===== src/rtl/id_ex_if.sv =====
// ID->EX boundary bundle: decode-side fields in, execute-side registered copies,
// hazard controls and event counters out.
interface id_ex_if #(
   parameter int XLEN  = 64,
   parameter int CNT_W = 16
);
   logic             RegWriteD;
   logic [1:0]       ResultSrcD;
   logic             MemWriteD;
   logic             JumpD;
   logic             BranchD;
   logic             ALUSrcD;
   logic [4:0]       ALUControlD;
   logic             ValidD;
   logic [XLEN-1:0]  RD1D;
   logic [XLEN-1:0]  RD2D;
   logic [XLEN-1:0]  PCD;
   logic [XLEN-1:0]  ImmExtD;
   logic [XLEN-1:0]  PCPlus4D;
   logic [4:0]       Rs1D;
   logic [4:0]       Rs2D;
   logic [4:0]       RdD;
   logic             PCSrcE;

   logic             RegWriteE;
   logic [1:0]       ResultSrcE;
   logic             MemWriteE;
   logic             JumpE;
   logic             BranchE;
   logic             ALUSrcE;
   logic [4:0]       ALUControlE;
   logic             ValidE;
   logic [XLEN-1:0]  RD1E;
   logic [XLEN-1:0]  RD2E;
   logic [XLEN-1:0]  PCE;
   logic [XLEN-1:0]  ImmExtE;
   logic [XLEN-1:0]  PCPlus4E;
   logic [4:0]       Rs1E;
   logic [4:0]       Rs2E;
   logic [4:0]       RdE;
   logic             StallF;
   logic             StallD;
   logic             FlushD;
   logic [CNT_W-1:0] lu_cnt;
   logic [CNT_W-1:0] fl_cnt;

   modport master (
      output RegWriteD, ResultSrcD, MemWriteD, JumpD, BranchD, ALUSrcD, ALUControlD,
             ValidD, RD1D, RD2D, PCD, ImmExtD, PCPlus4D, Rs1D, Rs2D, RdD, PCSrcE,
      input  RegWriteE, ResultSrcE, MemWriteE, JumpE, BranchE, ALUSrcE, ALUControlE,
             ValidE, RD1E, RD2E, PCE, ImmExtE, PCPlus4E, Rs1E, Rs2E, RdE,
             StallF, StallD, FlushD, lu_cnt, fl_cnt
   );

   modport slave (
      input  RegWriteD, ResultSrcD, MemWriteD, JumpD, BranchD, ALUSrcD, ALUControlD,
             ValidD, RD1D, RD2D, PCD, ImmExtD, PCPlus4D, Rs1D, Rs2D, RdD, PCSrcE,
      output RegWriteE, ResultSrcE, MemWriteE, JumpE, BranchE, ALUSrcE, ALUControlE,
             ValidE, RD1E, RD2E, PCE, ImmExtE, PCPlus4E, Rs1E, Rs2E, RdE,
             StallF, StallD, FlushD, lu_cnt, fl_cnt
   );
endinterface


===== src/rtl/id_ex_stage.sv =====
// ID->EX pipeline register with load-use hazard detection, flush/stall bubble
// insertion and saturating counters of both bubble kinds.
module id_ex_stage #(
   parameter int XLEN  = 64,
   parameter int CNT_W = 16
) (
   input logic   clk,
   input logic   rst_n,
   id_ex_if.slave bus
);
   typedef struct packed {
      logic            valid;
      logic            reg_write;
      logic [1:0]      result_src;
      logic            mem_write;
      logic            jump;
      logic            branch;
      logic            alu_src;
      logic [4:0]      alu_ctrl;
      logic [XLEN-1:0] rd1;
      logic [XLEN-1:0] rd2;
      logic [XLEN-1:0] pc;
      logic [XLEN-1:0] imm;
      logic [XLEN-1:0] pc_plus4;
      logic [4:0]      rs1;
      logic [4:0]      rs2;
      logic [4:0]      rd;
   } ex_slot_t;

   localparam logic [CNT_W-1:0] CNT_ONE = {{(CNT_W-1){1'b0}}, 1'b1};

   ex_slot_t         r_e;
   ex_slot_t         w_e_next;
   ex_slot_t         w_d;
   logic             w_lw_hz;
   logic [CNT_W-1:0] r_lu_cnt;
   logic [CNT_W-1:0] r_fl_cnt;

   // Rs1/Rs2 compared regardless of instruction format: a spurious stall is safe.
   assign w_lw_hz = r_e.valid && (r_e.result_src == 2'b01) && (r_e.rd != 5'd0) &&
                    ((bus.Rs1D == r_e.rd) || (bus.Rs2D == r_e.rd));

   always_comb begin
      w_d.valid      = 1'b1;
      w_d.reg_write  = bus.RegWriteD;
      w_d.result_src = bus.ResultSrcD;
      w_d.mem_write  = bus.MemWriteD;
      w_d.jump       = bus.JumpD;
      w_d.branch     = bus.BranchD;
      w_d.alu_src    = bus.ALUSrcD;
      w_d.alu_ctrl   = bus.ALUControlD;
      w_d.rd1        = bus.RD1D;
      w_d.rd2        = bus.RD2D;
      w_d.pc         = bus.PCD;
      w_d.imm        = bus.ImmExtD;
      w_d.pc_plus4   = bus.PCPlus4D;
      w_d.rs1        = bus.Rs1D;
      w_d.rs2        = bus.Rs2D;
      w_d.rd         = bus.RdD;
   end

   // Flush, load-use and an empty decode slot all yield an all-zero bubble.
   always_comb begin
      w_e_next = '0;
      if (!bus.PCSrcE && !w_lw_hz && bus.ValidD) begin
         w_e_next = w_d;
      end
   end

   always_ff @(posedge clk or negedge rst_n) begin
      if (!rst_n) begin
         r_e      <= '0;
         r_lu_cnt <= '0;
         r_fl_cnt <= '0;
      end else begin
         r_e <= w_e_next;
         if (bus.PCSrcE) begin
            if (r_fl_cnt != '1) begin
               r_fl_cnt <= r_fl_cnt + CNT_ONE;
            end
         end else if (w_lw_hz) begin
            if (r_lu_cnt != '1) begin
               r_lu_cnt <= r_lu_cnt + CNT_ONE;
            end
         end
      end
   end

   assign bus.FlushD      = bus.PCSrcE;
   assign bus.StallF      = w_lw_hz && !bus.PCSrcE;
   assign bus.StallD      = w_lw_hz && !bus.PCSrcE;
   assign bus.lu_cnt      = r_lu_cnt;
   assign bus.fl_cnt      = r_fl_cnt;

   assign bus.ValidE      = r_e.valid;
   assign bus.RegWriteE   = r_e.reg_write;
   assign bus.ResultSrcE  = r_e.result_src;
   assign bus.MemWriteE   = r_e.mem_write;
   assign bus.JumpE       = r_e.jump;
   assign bus.BranchE     = r_e.branch;
   assign bus.ALUSrcE     = r_e.alu_src;
   assign bus.ALUControlE = r_e.alu_ctrl;
   assign bus.RD1E        = r_e.rd1;
   assign bus.RD2E        = r_e.rd2;
   assign bus.PCE         = r_e.pc;
   assign bus.ImmExtE     = r_e.imm;
   assign bus.PCPlus4E    = r_e.pc_plus4;
   assign bus.Rs1E        = r_e.rs1;
   assign bus.Rs2E        = r_e.rs2;
   assign bus.RdE         = r_e.rd;
endmodule

===== src/flat_wrapper.sv =====
// flat-port wrapper written by rule: the top's interface ports become plain ports
module id_ex_stage_flat 
#(
   parameter int XLEN  = 64,
   parameter int CNT_W = 16
)
  (clk, rst_n, bus_RegWriteD, bus_ResultSrcD, bus_MemWriteD, bus_JumpD, bus_BranchD, bus_ALUSrcD, bus_ALUControlD, bus_ValidD, bus_RD1D, bus_RD2D, bus_PCD, bus_ImmExtD, bus_PCPlus4D, bus_Rs1D, bus_Rs2D, bus_RdD, bus_PCSrcE, bus_RegWriteE, bus_ResultSrcE, bus_MemWriteE, bus_JumpE, bus_BranchE, bus_ALUSrcE, bus_ALUControlE, bus_ValidE, bus_RD1E, bus_RD2E, bus_PCE, bus_ImmExtE, bus_PCPlus4E, bus_Rs1E, bus_Rs2E, bus_RdE, bus_StallF, bus_StallD, bus_FlushD, bus_lu_cnt, bus_fl_cnt);
  id_ex_if #(.XLEN(XLEN), .CNT_W(CNT_W)) bus_i ();
  input logic clk;
  input logic rst_n;
  input wire logic [$bits(bus_i.RegWriteD)-1:0] bus_RegWriteD;
  input wire logic [$bits(bus_i.ResultSrcD)-1:0] bus_ResultSrcD;
  input wire logic [$bits(bus_i.MemWriteD)-1:0] bus_MemWriteD;
  input wire logic [$bits(bus_i.JumpD)-1:0] bus_JumpD;
  input wire logic [$bits(bus_i.BranchD)-1:0] bus_BranchD;
  input wire logic [$bits(bus_i.ALUSrcD)-1:0] bus_ALUSrcD;
  input wire logic [$bits(bus_i.ALUControlD)-1:0] bus_ALUControlD;
  input wire logic [$bits(bus_i.ValidD)-1:0] bus_ValidD;
  input wire logic [$bits(bus_i.RD1D)-1:0] bus_RD1D;
  input wire logic [$bits(bus_i.RD2D)-1:0] bus_RD2D;
  input wire logic [$bits(bus_i.PCD)-1:0] bus_PCD;
  input wire logic [$bits(bus_i.ImmExtD)-1:0] bus_ImmExtD;
  input wire logic [$bits(bus_i.PCPlus4D)-1:0] bus_PCPlus4D;
  input wire logic [$bits(bus_i.Rs1D)-1:0] bus_Rs1D;
  input wire logic [$bits(bus_i.Rs2D)-1:0] bus_Rs2D;
  input wire logic [$bits(bus_i.RdD)-1:0] bus_RdD;
  input wire logic [$bits(bus_i.PCSrcE)-1:0] bus_PCSrcE;
  output wire logic [$bits(bus_i.RegWriteE)-1:0] bus_RegWriteE;
  output wire logic [$bits(bus_i.ResultSrcE)-1:0] bus_ResultSrcE;
  output wire logic [$bits(bus_i.MemWriteE)-1:0] bus_MemWriteE;
  output wire logic [$bits(bus_i.JumpE)-1:0] bus_JumpE;
  output wire logic [$bits(bus_i.BranchE)-1:0] bus_BranchE;
  output wire logic [$bits(bus_i.ALUSrcE)-1:0] bus_ALUSrcE;
  output wire logic [$bits(bus_i.ALUControlE)-1:0] bus_ALUControlE;
  output wire logic [$bits(bus_i.ValidE)-1:0] bus_ValidE;
  output wire logic [$bits(bus_i.RD1E)-1:0] bus_RD1E;
  output wire logic [$bits(bus_i.RD2E)-1:0] bus_RD2E;
  output wire logic [$bits(bus_i.PCE)-1:0] bus_PCE;
  output wire logic [$bits(bus_i.ImmExtE)-1:0] bus_ImmExtE;
  output wire logic [$bits(bus_i.PCPlus4E)-1:0] bus_PCPlus4E;
  output wire logic [$bits(bus_i.Rs1E)-1:0] bus_Rs1E;
  output wire logic [$bits(bus_i.Rs2E)-1:0] bus_Rs2E;
  output wire logic [$bits(bus_i.RdE)-1:0] bus_RdE;
  output wire logic [$bits(bus_i.StallF)-1:0] bus_StallF;
  output wire logic [$bits(bus_i.StallD)-1:0] bus_StallD;
  output wire logic [$bits(bus_i.FlushD)-1:0] bus_FlushD;
  output wire logic [$bits(bus_i.lu_cnt)-1:0] bus_lu_cnt;
  output wire logic [$bits(bus_i.fl_cnt)-1:0] bus_fl_cnt;
  assign bus_i.RegWriteD = bus_RegWriteD;
  assign bus_i.ResultSrcD = bus_ResultSrcD;
  assign bus_i.MemWriteD = bus_MemWriteD;
  assign bus_i.JumpD = bus_JumpD;
  assign bus_i.BranchD = bus_BranchD;
  assign bus_i.ALUSrcD = bus_ALUSrcD;
  assign bus_i.ALUControlD = bus_ALUControlD;
  assign bus_i.ValidD = bus_ValidD;
  assign bus_i.RD1D = bus_RD1D;
  assign bus_i.RD2D = bus_RD2D;
  assign bus_i.PCD = bus_PCD;
  assign bus_i.ImmExtD = bus_ImmExtD;
  assign bus_i.PCPlus4D = bus_PCPlus4D;
  assign bus_i.Rs1D = bus_Rs1D;
  assign bus_i.Rs2D = bus_Rs2D;
  assign bus_i.RdD = bus_RdD;
  assign bus_i.PCSrcE = bus_PCSrcE;
  assign bus_RegWriteE = bus_i.RegWriteE;
  assign bus_ResultSrcE = bus_i.ResultSrcE;
  assign bus_MemWriteE = bus_i.MemWriteE;
  assign bus_JumpE = bus_i.JumpE;
  assign bus_BranchE = bus_i.BranchE;
  assign bus_ALUSrcE = bus_i.ALUSrcE;
  assign bus_ALUControlE = bus_i.ALUControlE;
  assign bus_ValidE = bus_i.ValidE;
  assign bus_RD1E = bus_i.RD1E;
  assign bus_RD2E = bus_i.RD2E;
  assign bus_PCE = bus_i.PCE;
  assign bus_ImmExtE = bus_i.ImmExtE;
  assign bus_PCPlus4E = bus_i.PCPlus4E;
  assign bus_Rs1E = bus_i.Rs1E;
  assign bus_Rs2E = bus_i.Rs2E;
  assign bus_RdE = bus_i.RdE;
  assign bus_StallF = bus_i.StallF;
  assign bus_StallD = bus_i.StallD;
  assign bus_FlushD = bus_i.FlushD;
  assign bus_lu_cnt = bus_i.lu_cnt;
  assign bus_fl_cnt = bus_i.fl_cnt;
  id_ex_stage #(.XLEN(XLEN), .CNT_W(CNT_W)) u_core (.clk(clk), .rst_n(rst_n), .bus(bus_i));
endmodule

===== config.mk =====
export PLATFORM = sky130hd
export DESIGN_NAME = id_ex_stage_flat
export DESIGN_NICKNAME = d
export VERILOG_FILES = /design/src/rtl/id_ex_if.sv /design/src/rtl/id_ex_stage.sv /design/src/flat_wrapper.sv
export SDC_FILE = /design/constraint.sdc
export NUM_CORES = 1
export LEC_CHECK = 0
export CORE_AREA = 8 8 276 278
export DETAILED_ROUTE_END_ITERATION = 10
export DIE_AREA = 0 0 284 286
export GPL_ROUTABILITY_DRIVEN = 0
export PLACE_DENSITY = 0.4
export SKIP_LAST_GASP = 1
export SYNTH_ARGS = -nofsm -noshare
export SYNTH_HDL_FRONTEND = slang
export SYNTH_SLANG_ARGS = --single-unit

===== constraint.sdc =====
create_clock -name clk -period 5.75 [get_ports clk]
set_input_delay 1.15 -clock clk [delete_from_list [all_inputs] [get_ports clk]]
set_output_delay 1.15 -clock clk [all_outputs]
set_load 0.03 [all_outputs]

==> impl_metrics.toml, run 1 <==
[global_route]
overflow = 0
track_usage = 0.129
grt_pass1_wl_um = 77300
grt_pass1_vias = 10100
antenna_found_initial = 8
grt_max_degree = 176

[clock_network]
clockBufferDepth = 3
cts_resized = 0
post-cts-setup-buffers = 0
clk_latency_ps = 570
cts_tree = "yes"
clock_sinks = 380
clk_pin_slew_ps = 50
cts_hold_buf = 0
cts_htree_levels = 2
cts_made_buffers = 48
cts-root-buf = "clkbuf_16"

[worst_setup_path]
worstRegToRegCells = 6
cp.required_ps = 4600
crit_path_start_kind = "input pin"
worstPathArrival_ps = 3190
crit_path_end_kind = "output pin"
path_class = "in2out"
r2r-start = "u_core.bus.lu_cnt[0]"
r2r-end = "u_core.bus.lu_cnt[1]"
r2r_setup_slack_ps = 2920
critPathMaxFanout = 3

[power]
power_per_cell_area_nw_per_um2 = 300
power_uw = 6800
ir_drop_v = 0.000231
leakage_uw = 0.00993

[place]
place_inst = 2537
dp_hpwl_um = 41900
port_buffers = 733

[sta]
fin_crit_sh = 0.755
setup_violations = 0
period_minus_slack_ps = 4340
rsz0062_at_grt = "no"
fin_tns_setup_ps = 0
worstMarginPinSlew_ps = 1010
skew_ps = 16.0
slew_viol_final = 0
holdWs_ps = 495
maxSlewHeadroom = 0.324
hold_viol = 0
fmax_ghz = 0.230

[yosys]
synth.cell_area_um2 = 12700
synth_warnings = 0
synthCells = 882
syn_nets = 1235
synth_area_leader_cell = "dfrtp_1"
yosysUniqueCellTypes = 28
yosys-top-cells-area = "dfrtp_1 75%, and2_1 17%, xnor2_1 1.7%, clkbuf_2 1.2%, xor2_1 0.96%"
yosysSeqAreaShare = 0.748
ys_ff_latch = 380
synth_top_cell_area_share = 0.748
avgSynthCellArea_um2 = 14.4

[run]
drv_cap = 0

[status]
outcome = "finished, final reports clean"

[routing]
wire_per_inst_um = 20.8
antenna_left = 0
via_count = 9223
routed_wl_um = 54600
drt_iter0_markers = 329
dr.pass1.iters = 6
via_per_inst = 3.51
drcViolationCount = 0

[floorplanning]
start_util = 0.176
fp.dieH_um = 286
core-area_um2 = 72100
row_count = 99
die_w_um = 284
die_area_um2 = 81200
ios = 734

[layout]
fillCellCount = 7373
fin_nets = 1981
drive_gt1_frac = 0.0505
fin_cells = 2627
syn2layout_area_growth_pct = 78.4

[min_path]
min_to = "u_core.bus.lu_cnt[5]"
hold_class = "reg2reg"
hold_path_depth = 1
min-delay-start = "u_core.bus.lu_cnt[5]"
cell type report:
| type | instances | area (um2) | area share |
|---|---|---|---|
| sequential | 380 | 9510 | 0.419 |
| multi-input combinational | 459 | 2960 | 0.131 |
| timing repair buffer | 738 | 7430 | 0.328 |
| tap | 959 | 1200 | 0.0529 |
| antenna | 5 | 12.5 | 0.000552 |
| clock inverter | 12 | 123 | 0.00541 |
| inverter | 1 | 3.75 | 0.000166 |
| clock buffer | 73 | 1440 | 0.0634 |
worst max-delay path by stage:
stage / startpoint / end / slack [ps] / depth (start not counted)
2_1_floorplan: bus_Rs1D[2] / bus_StallF / 1910 / 5
3_3_place_gp: bus_Rs1D[0] / bus_StallD / 1410 / 6
3_5_place_dp: bus_Rs1D[0] / bus_StallF / 1430 / 6
4_1_cts: bus_Rs1D[0] / bus_StallF / 1410 / 6
5_1_grt: bus_Rs1D[0] / bus_StallF / 1220 / 6
6_report: bus_Rs1D[0] / bus_StallF / 1410 / 6
kinds of logic (layout without fill, tap and decap cells):
kind of cell             after synthesis  after routing  share of synthesized area
AO/OA/AOI/OAI                          6              6                    0.00414
other                                  0              5                          0
buffers and inverters                 43            824                     0.0191
AND/OR/NAND/NOR                      412            412                      0.200
multiplexers                           1              1                   0.000886
adder cells (fa/ha/maj)                2              2                    0.00197
flip-flops                           380            380                      0.748
XOR/XNOR                              38             38                     0.0262
per-layer routing:
metal,global-route usage,part of all wire,vias up
met5,0,0.00070,-
li1,-,-,4239
met4,0.0440,0.027,4
met1,0.134,0.36,4513
met3,0.0583,0.094,77
met2,0.230,0.52,390
power by group:
group | total (uW) | internal (uW) | switching, uW
Combinational | 962 | 472 | 491
Sequential | 2850 | 2790 | 62.8
Clock | 2980 | 1800 | 1180
Total | 6800 | 5060 | 1730
Yosys cell counts:
cell / count
clkbuf_2: 30
nand4_1: 17
clkbuf_1: 2
o211a_1: 1
o41ai_1: 1
or3_1: 1
nor2_1: 8
xnor2_1: 24
a22oi_1: 1
nor3_1: 6
o21ba_2: 1
buf_2: 2
mux2_2: 1
o21a_1: 1
nor3b_4: 1
inv_1: 1
buf_4: 5
ha_1: 2
nand3_1: 5
nor4_4: 1
buf_6: 3
o21ai_2: 1
nand2_1: 14
or4_1: 1
and3_1: 11
xor2_1: 14
and2_1: 347
dfrtp_1: 380
state kept, by name, summed over array words and instances (netlist names), 16 cells and up:
register	cells
u_core.bus.lu_cnt	16
u_core.bus.ImmExtE	64
u_core.bus.RD1E	64
u_core.bus.fl_cnt	16
u_core.bus.PCPlus4E	64
u_core.bus.RD2E	64
u_core.bus.PCE	64
through the flow:
step                setup slack, ps  utilization  cell area (um2)
floorplan                      1910            -            12700
global placement               1410        0.293            21100
detailed placement             1430        0.293            21100
CTS                            1410        0.314            22700
global route                   1220        0.315            22700
finish                         1410        0.315            22700
critical path: stages:
cell and delay [ps]:
clkdlybuf4s50_1 440, xor2_1 160, nor3_1 210, a22oi_1 200, nor3_1 290, clkdlybuf4s50_1 730
placed cells by master (no fill, tap or decap), drive strengths merged, types with 8 or more instances in the layout:
cell type / instances
clkdlybuf4s50: 732
clkbuf: 73
nand4: 17
dfrtp: 380
xor2: 14
and3: 11
nand2: 14
xnor2: 24
nor2: 8
and2: 347
Note: power is estimated with default switching activity, not from simulation.
==> run 2: changes to the inputs <==
Settings changed: CORE_AREA 8 8 276 278 to 8 8 278 280, DIE_AREA 0 0 284 286 to 0 0 286 288, PLACE_DENSITY 0.4 to 0.39.
Clock period 5.75 ns to 4.4 ns, I/O delays scaled along.
==> run 2 against run 1 <==
Global-route usage fell by 0.71 points. Flip-flop and latch count did not move. First-iteration DRC count fell by 4.3%. Critical endpoint unchanged. Worst setup slack got worse by 690 ps. Core utilization fell by 0.080 points. Cell area rose by 0.43%. Hold slack got worse by 140 ps. Die area rose by 1.4%. Non-clock buffer count rose by 13. Sequential share of layout area fell by 0.18 points. Combinational power rose by 31%.
==> impl_metrics.toml, run 2 (same netlist as run 1, synthesis figures left out) <==
[clock_network]
clockBufferDepth = 3
cts_resized = 0
post-cts-setup-buffers = 0
cts_made_buffers = 47
clk_latency_ps = 570
clock_sinks = 380
cts_hold_buf = 0
cts_htree_levels = 2
clk_pin_slew_ps = 50
cts-root-buf = "clkbuf_16"
cts_tree = "yes"

[min_path]
hold_class = "in2async"

[routing]
antenna_left = 0
dr.pass1.iters = 4
routed_wl_um = 52800
drt_iter0_markers = 315
via_count = 9296
wire_per_inst_um = 20.0
via_per_inst = 3.53
drcViolationCount = 0

[worst_setup_path]
cp.required_ps = 3520
crit_path_end_kind = "output pin"
worstPathCellList = "clkdlybuf4s50_1 > xor2_1 > nor3_1 > a22oi_1 > nor3_1 > buf_4"
worstPathArrival_ps = 2800
slowest_delay_ps = 550
cpMostUsedCell = "nor3_1"
worst_path_max_delay_cell = "nor3_1"
critPathMaxFanout = 3
crit_path_start_kind = "input pin"
path_class = "in2out"
r2r_setup_slack_ps = 1670

[power]
leakage_uw = 0.0100
power_per_cell_area_nw_per_um2 = 388
ir_drop_v = 0.000257
power_uw = 8830

[sta]
hold_viol = 0
skew_ps = 17.0
setup_violations = 0
rsz0062_at_grt = "no"
fin_tns_setup_ps = 0
fin_crit_sh = 0.836
worstMarginPinSlew_ps = 1090
slew_viol_final = 0
period_minus_slack_ps = 3680
maxSlewHeadroom = 0.264
fmax_ghz = 0.272

[layout]
most-common-layout-cells = "730 x clkdlybuf4s50_1, 380 x dfrtp_1, 347 x and2_1, 47 x clkbuf_16, 24 x xnor2_1"
drive_gt1_frac = 0.0580
fillCellCount = 7384
syn2layout_area_growth_pct = 79.1
fin_nets = 1993
layout_commonest_cell = "clkdlybuf4s50_1"

[global_route]
antenna_found_initial = 6
grt_pass1_wl_um = 74300
overflow = 0
grt_pass1_vias = 10400
track_usage = 0.122
grt_max_degree = 95

[floorplanning]
die_area_um2 = 82400
row_count = 99
ios = 734
fp.dieH_um = 288
start_util = 0.175
die_w_um = 286
core-area_um2 = 72600

[run]
drv_cap = 0

[place]
port_buffers = 733
dp_hpwl_um = 41400

[status]
outcome = "finished, final reports clean"
-- run 2: path summary, 6_finish.rpt --
check	end	cells past startpoint	from
setup / recovery	bus_StallF	6	bus_Rs1D[2]
hold reg to reg	u_core.bus.fl_cnt[15]	1	u_core.bus.fl_cnt[15]
min in group clk	u_core.bus.fl_cnt[15]	1	u_core.bus.fl_cnt[15]
hold / removal	u_core.bus.PCPlus4E[24]	1	rst_n
max in group asynchronous	u_core.bus.PCPlus4E[6]	2	rst_n
setup reg to reg	u_core.bus.ImmExtE[57]	7	u_core.bus.RdE[0]
-- run 2: power breakdown --
part	switching, uW	total, uW	leakage (uW)	internal [uW]
sequential	80.0	3730	0.00512	3650
clock	1510	3840	0.000750	2340
combinational	636	1260	0.00413	627
total	2220	8830	0.0100	6610
-- run 2: layout make-up --
class,count,area [um2],area share
multi-input cells,459,2960,0.130
clock buffers,69,1380,0.0606
clock inverters,12,155,0.00681
repair buffers,751,7560,0.332
inverters,1,3.75,0.000165
well taps,959,1200,0.0527
diodes,2,5.00,0.000220
flip-flops and latches,380,9510,0.418
-- run 2: stage by stage --
step / area [um2] / hold WS [ps] / setup slack [ps] / utilization / cells
floorplan: 12700 / 584 / 1100 / - / 882
global placement: 21200 / 489 / 685 / 0.292 / 2550
detailed placement: 21200 / 493 / 674 / 0.292 / 2550
CTS: 22800 / 367 / 666 / 0.314 / 2631
global route: 22800 / 410 / 589 / 0.314 / 2631
finish: 22800 / 360 / 720 / 0.314 / 2633
-- run 2: worst max-delay path: cells and delay by family --
| family | cells | cell delay, ps |
|---|---|---|
| simple gates | 2 | 830 |
| compound gates | 1 | 220 |
| xor+xnor | 1 | 150 |
| buf+inv | 2 | 710 |
-- run 2: metal layers --
metal | up-vias | global-route usage | routed length, um
met3 | 67 | 0.0711 | 6800
met4 | 6 | 0.0329 | 1230
met5 | - | 0 | 40
met1 | 4507 | 0.119 | 17500
li1 | 4253 | - | -
met2 | 463 | 0.219 | 27200
